### src/rtl/glyph_dma_sched.sv
// Per-scanline DMA scheduler: fetches one code point per sprite from the message ROM,
// then issues one font-ROM slot per sprite with a one-hot dma_avail strobe.
module glyph_dma_sched #(
    parameter int unsigned SPR_CNT      = 8,
    parameter int unsigned CP_W         = 7,
    parameter int unsigned MSG_ADDRW    = 9,
    parameter int unsigned GREET_LENGTH = 16,
    parameter int unsigned FONT_HEIGHT  = 8,
    parameter int unsigned FONT_GLYPHS  = 64,
    parameter int unsigned CP_START     = 'h20,
    parameter int unsigned FONT_ADDRW   = $clog2(FONT_GLYPHS*FONT_HEIGHT)
) (
    input  logic                                  video_clk_pix,
    input  logic                                  video_rst_n,
    input  logic                                  dma_start,
    input  logic [MSG_ADDRW-1:0]                  msg_start,
    input  logic                                  row_sel,
    output logic [MSG_ADDRW-1:0]                  greet_addr,
    input  logic [CP_W-1:0]                       greet_data,
    output logic [FONT_ADDRW-1:0]                 font_addr,
    input  logic [SPR_CNT*$clog2(FONT_HEIGHT)-1:0] spr_glyph_line,
    output logic [SPR_CNT-1:0]                    spr_dma_avail,
    output logic                                  busy,
    output logic                                  done,
    output logic                                  overrun
);
    localparam int unsigned LINE_W = $clog2(FONT_HEIGHT);
    localparam int unsigned T_W    = $clog2(SPR_CNT + 2);

    typedef enum logic [1:0] {IDLE, RUN, DONE} state_t;

    state_t               state, state_nx;
    logic [T_W-1:0]       t, t_nx;
    logic [MSG_ADDRW-1:0] base, base_nx;
    logic [CP_W-1:0]      cp [SPR_CNT];

    // Out-of-range code points map to the blank glyph 0, never past the font ROM.
    function automatic logic [FONT_ADDRW-1:0] glyph_addr(input logic [CP_W-1:0] c,
                                                        input logic [LINE_W-1:0] ln);
        int unsigned cv;
        int unsigned g;
        cv = 32'(c);
        g  = (cv >= CP_START && cv < CP_START + FONT_GLYPHS) ? cv - CP_START : 0;
        return FONT_ADDRW'(g * FONT_HEIGHT + 32'(ln));
    endfunction

    always_ff @(posedge video_clk_pix or negedge video_rst_n) begin
        if (!video_rst_n) begin
            state <= IDLE;
            t     <= '0;
            base  <= '0;
            for (int unsigned i = 0; i < SPR_CNT; i++) cp[i] <= '0;
        end else begin
            state <= state_nx;
            t     <= t_nx;
            base  <= base_nx;
            for (int unsigned i = 0; i < SPR_CNT; i++)
                if (state == RUN && t == T_W'(i + 1)) cp[i] <= greet_data;
        end
    end

    always_comb begin
        state_nx = state;
        t_nx     = t;
        base_nx  = base;
        case (state)
            IDLE: if (dma_start) begin
                base_nx  = msg_start + (row_sel ? MSG_ADDRW'(GREET_LENGTH / 2) : '0);
                t_nx     = '0;
                state_nx = RUN;
            end
            RUN: begin
                if (t == T_W'(SPR_CNT + 1)) begin
                    t_nx     = '0;
                    state_nx = DONE;
                end else begin
                    t_nx = t + 1'b1;
                end
            end
            DONE:    state_nx = IDLE;
            default: state_nx = IDLE;
        endcase
    end

    always_comb begin
        greet_addr    = '0;
        font_addr     = '0;
        spr_dma_avail = '0;
        if (state == RUN) begin
            if (t < T_W'(SPR_CNT)) greet_addr = base + MSG_ADDRW'(t);
            for (int unsigned k = 0; k < SPR_CNT; k++) begin
                if (t == T_W'(k + 2)) begin
                    spr_dma_avail[k] = 1'b1;
                    font_addr = glyph_addr(cp[k], spr_glyph_line[k*LINE_W +: LINE_W]);
                end
            end
        end
    end

    assign busy    = (state != IDLE);
    assign done    = (state == DONE);
    // Flags a dropped request in the cycle it is presented.
    assign overrun = dma_start & busy;

endmodule

### config.mk
export PLATFORM = sky130hd
export DESIGN_NAME = glyph_dma_sched
export DESIGN_NICKNAME = d
export VERILOG_FILES = /design/src/rtl/glyph_dma_sched.sv
export SDC_FILE = /design/constraint.sdc
export NUM_CORES = 1
export LEC_CHECK = 0
export ABC_AREA = 1
export CAP_MARGIN = 20
export CORE_MARGIN = 2
export CORE_UTILIZATION = 48
export DETAILED_ROUTE_END_ITERATION = 12
export PLACE_DENSITY = 0.83
export SYNTH_ARGS = -nofsm -noshare
export SYNTH_HDL_FRONTEND = slang
export SYNTH_SLANG_ARGS = --single-unit
### constraint.sdc
create_clock -name video_clk_pix -period 1.8 [get_ports video_clk_pix]
set_input_delay 0.36 -clock video_clk_pix [delete_from_list [all_inputs] [get_ports video_clk_pix]]
set_output_delay 0.36 -clock video_clk_pix [all_outputs]
set_load 0.03 [all_outputs]
==> impl_metrics.ini <==
[floorplanning]
coreArea_mm2 = 0.00809
row_count = 33
die_area_mm2 = 0.00900
initial_utilization_pct = 48.9
die_w_um = 94.8
top_level_ports = 73
chipHeight_um = 94.8

[global_route]
gr-total-overflow = 0
antenna_found_initial = 0
grt_first_pass_wirelength_mm = 21.8
grt.total_usage_pct = 32.2
vias_in_the_first_global_route = 4521
grt_start_max_net_pins = 72

[outcome]
status = finished with violations
violations_in_the_final_reports = negative setup slack

[power_and_ir_drop]
max-vdd-ir-drop_mv = 1.39
design_power_total_mw = 13.0
static-leakage-power_nw = 3.04
cellPowerDensity_mw_per_mm2 = 2020

[detailed_routing]
drtPass1Iterations = 5
first_iter_violations = 483
detail_route.vias_per_cell = 5.88
wl_met2_mm = 7.47
antenna_left = 0
drc_errors = 0
route.met3.wl_mm = 1.51
top_signal_layer_used = met4
vias = 4810
routed_wirelength_mm = 15.9
routedWlPerCell_um = 19.4
met1_length_mm = 5.59

[layout]
area_growth_syn_to_layout_pct = 62.0
num_antenna_cells = 0
num-nets-final = 762
drive_above_1_share_pct = 36.5
final_util_pct = 79.3

[cts]
clock_tree_from_tritoncts = done
cts-root-buf = sky130_fd_sc_hd__clkbuf_8
clock_tree.buffer_depth = 2
clk_latency_ns = 0.37
cts_sinks = 71
post_cts_hold_buffer_count = 0
cts_inserted_buffers = 9
clk_transition_reported_paths_ns = 0.08
ctsHtreeMaxLevel = 3

[timing]
finalClockSkew_ns = 0.0113
timing.final.setup_violations = 43
number_of_slew_limit_violations_in_the_final_report = 0
finalWorstSetupSlack_ns = -0.693
hold_viol_final = 0
period_share_pct = 139
clock.fmax_mhz = 401
tightestPinTransition_ns = 0.391
relSlewSlack_pct = 73.9
finalWorstPathRequiredPeriod_ns = 2.49
setup_repair_after_global_routing_missed_its_margin = yes

[logic_synthesis]
ys_seq_area_share_pct = 44.9
synth_flop_cell = sky130_fd_sc_hd__dfrtp_1
postSynthCellCount = 557
synth_area_mm2 = 0.00396
post_synth.cell_area_avg_um2 = 7.11
synth_register_bits = 71
yosysWarnings = 0
number_of_synthesized_flops_with_an_enable_pin = 0
synth_async_sr_flop_share_pct = 100
yosys.cell_types.count = 28
synthesis.nets = 610

[setup_path]
path_max_fanout = 5
cp-start-kind = flop
timing.critical_path.to_type = output port
cp_data_required_time_ns = 1.44
worst_r2r_startpoint = t[3]
cp_data_arrival_time_ns = 2.13
cp-startpoint = t[2]
critical_path_class = flop to output port

[worst_hold_path]
min-delay-path-class = primary input to asynchronous set/reset pin

[place]
hpwl_mm = 8.65
port-buffer-count = 72
gp_congestion = 0.900

[flow_run]
drv.max_cap_violation_count = 0
==> Yosys cell counts, types with 2 or more instances <==
master / instances / share of area, %
sky130_fd_sc_hd__o21ai_1: 9 / 1.1
sky130_fd_sc_hd__ha_1: 8 / 2.5
sky130_fd_sc_hd__xnor2_1: 2 / 0.44
sky130_fd_sc_hd__o21bai_1: 2 / 0.38
sky130_fd_sc_hd__or2_2: 3 / 0.47
sky130_fd_sc_hd__nand3b_1: 2 / 0.38
sky130_fd_sc_hd__buf_2: 5 / 0.63
sky130_fd_sc_hd__o21ai_0: 66 / 8.3
sky130_fd_sc_hd__nor2_2: 7 / 1.1
sky130_fd_sc_hd__clkbuf_1: 5 / 0.47
sky130_fd_sc_hd__nand2_1: 191 / 18
sky130_fd_sc_hd__o22ai_1: 2 / 0.32
sky130_fd_sc_hd__inv_2: 8 / 0.76
sky130_fd_sc_hd__a21oi_1: 14 / 1.8
sky130_fd_sc_hd__dfrtp_1: 71 / 45
sky130_fd_sc_hd__nor2_1: 60 / 5.7
sky130_fd_sc_hd__nand3_1: 32 / 4.0
sky130_fd_sc_hd__inv_1: 54 / 5.1
sky130_fd_sc_hd__nand4_1: 3 / 0.47
sky130_fd_sc_hd__xor2_1: 5 / 1.1
==> routing by layer <==
layer / up-vias / global-route usage [%]
met5: - / 0
met4: 0 / 22.1
met3: 129 / 5.83
met2: 363 / 54.3
met1: 2244 / 36.9
li1: 2074 / -
==> timing repair <==
item | CTS | global route
setup endpoints to repair | 45 | 55
gates cloned | 1 | 1
pin swaps | 41 | 40
setup buffers | 11 | 15
gates resized for setup | 171 | 68
==> critical path, cell delays in order (launching register included) <==
cell and delay, ns:
sky130_fd_sc_hd__dfrtp_2 0.47, sky130_fd_sc_hd__buf_6 0.15, sky130_fd_sc_hd__buf_6 0.12, sky130_fd_sc_hd__nor2_2 0.18, sky130_fd_sc_hd__nand2_2 0.15, sky130_fd_sc_hd__buf_4 0.18, sky130_fd_sc_hd__nor2_4 0.17, sky130_fd_sc_hd__nand2_1 0.14
sky130_fd_sc_hd__nand2_4 0.08, sky130_fd_sc_hd__buf_6 0.12
==> state kept, by name, indices dropped and copies added (netlist names) <==
signal and cells:
cp 56, base 9, t 4, state 2
==> path summary, 6_finish.rpt <==
| path | endpoint | slack [ns] | cells past startpoint |
|---|---|---|---|
| min in group video_clk_pix | cp[49] | 0.49 | 2 |
| worst min register to register | cp[49] | 0.49 | 2 |
| worst max-delay path | font_addr[1] | -0.69 | 9 |
| max in group asynchronous | t[1] | 1.46 | 2 |
| worst min-delay path | cp[44] | 0.006 | 2 |
| worst max register to register | cp[3] | -0.19 | 12 |
==> through the flow <==
| stage | hold slack (ns) | worst slack, ns | TNS (ns) | std cells | cell area (um2) |
|---|---|---|---|---|---|
| CTS | 0.0395 | -0.569 | -10.69 | 806 | 6160 |
| global placement | 0.410 | -0.451 | -4.85 | 781 | 5310 |
| global route | 0.0423 | -0.777 | -16.80 | 818 | 6420 |
| detailed placement | 0.416 | -0.502 | -6.03 | 781 | 5310 |
| floorplan | 0.0644 | -0.154 | -0.739 | 557 | 4130 |
| finish | 0.00636 | -0.693 | -14.78 | 818 | 6420 |
==> area by class of cell <==
class | instances | area, um2
Clock buffer | 12 | 155
Clock inverter | 3 | 42.5
Fill cell | 467 | 1680
Inverter | 63 | 280
Multi-Input combinational cell | 413 | 2530
Sequential cell | 71 | 1780
Tap cell | 105 | 131
Timing Repair Buffer | 149 | 1490
Timing Repair inverter | 2 | 15.0
==> where the power goes <==
group          total [mW]  internal, mW  switching, mW
clock network        1.34         0.707          0.635
registers            2.98          2.39          0.591
logic                8.66          3.56           5.10
==> cells by family (layout without fill, tap and decap cells) <==
| logic type | after synthesis | after routing | synth area share, % |
|---|---|---|---|
| AND/OR/NAND/NOR | 302 | 302 | 31.2 |
| XOR/XNOR | 7 | 7 | 1.55 |
| flip-flops | 71 | 71 | 44.9 |
| AO/OA/AOI/OAI | 95 | 95 | 12.3 |
| buffers and inverters | 73 | 229 | 7.07 |
| adder cells (fa/ha/maj) | 9 | 9 | 3.03 |
==> cells in the final DEF (no fill, tap or decap), types with 25 or more instances in the layout <==
master	n
sky130_fd_sc_hd__inv_1	47
sky130_fd_sc_hd__buf_4	43
sky130_fd_sc_hd__dfrtp_1	68
sky130_fd_sc_hd__clkdlybuf4s50_1	42
sky130_fd_sc_hd__o21ai_0	54
sky130_fd_sc_hd__nor2_1	31
sky130_fd_sc_hd__nand2_2	25
sky130_fd_sc_hd__nand2_1	149
sky130_fd_sc_hd__buf_6	57
sky130_fd_sc_hd__nor2_4	29
Power figures use the tool's default switching activity.
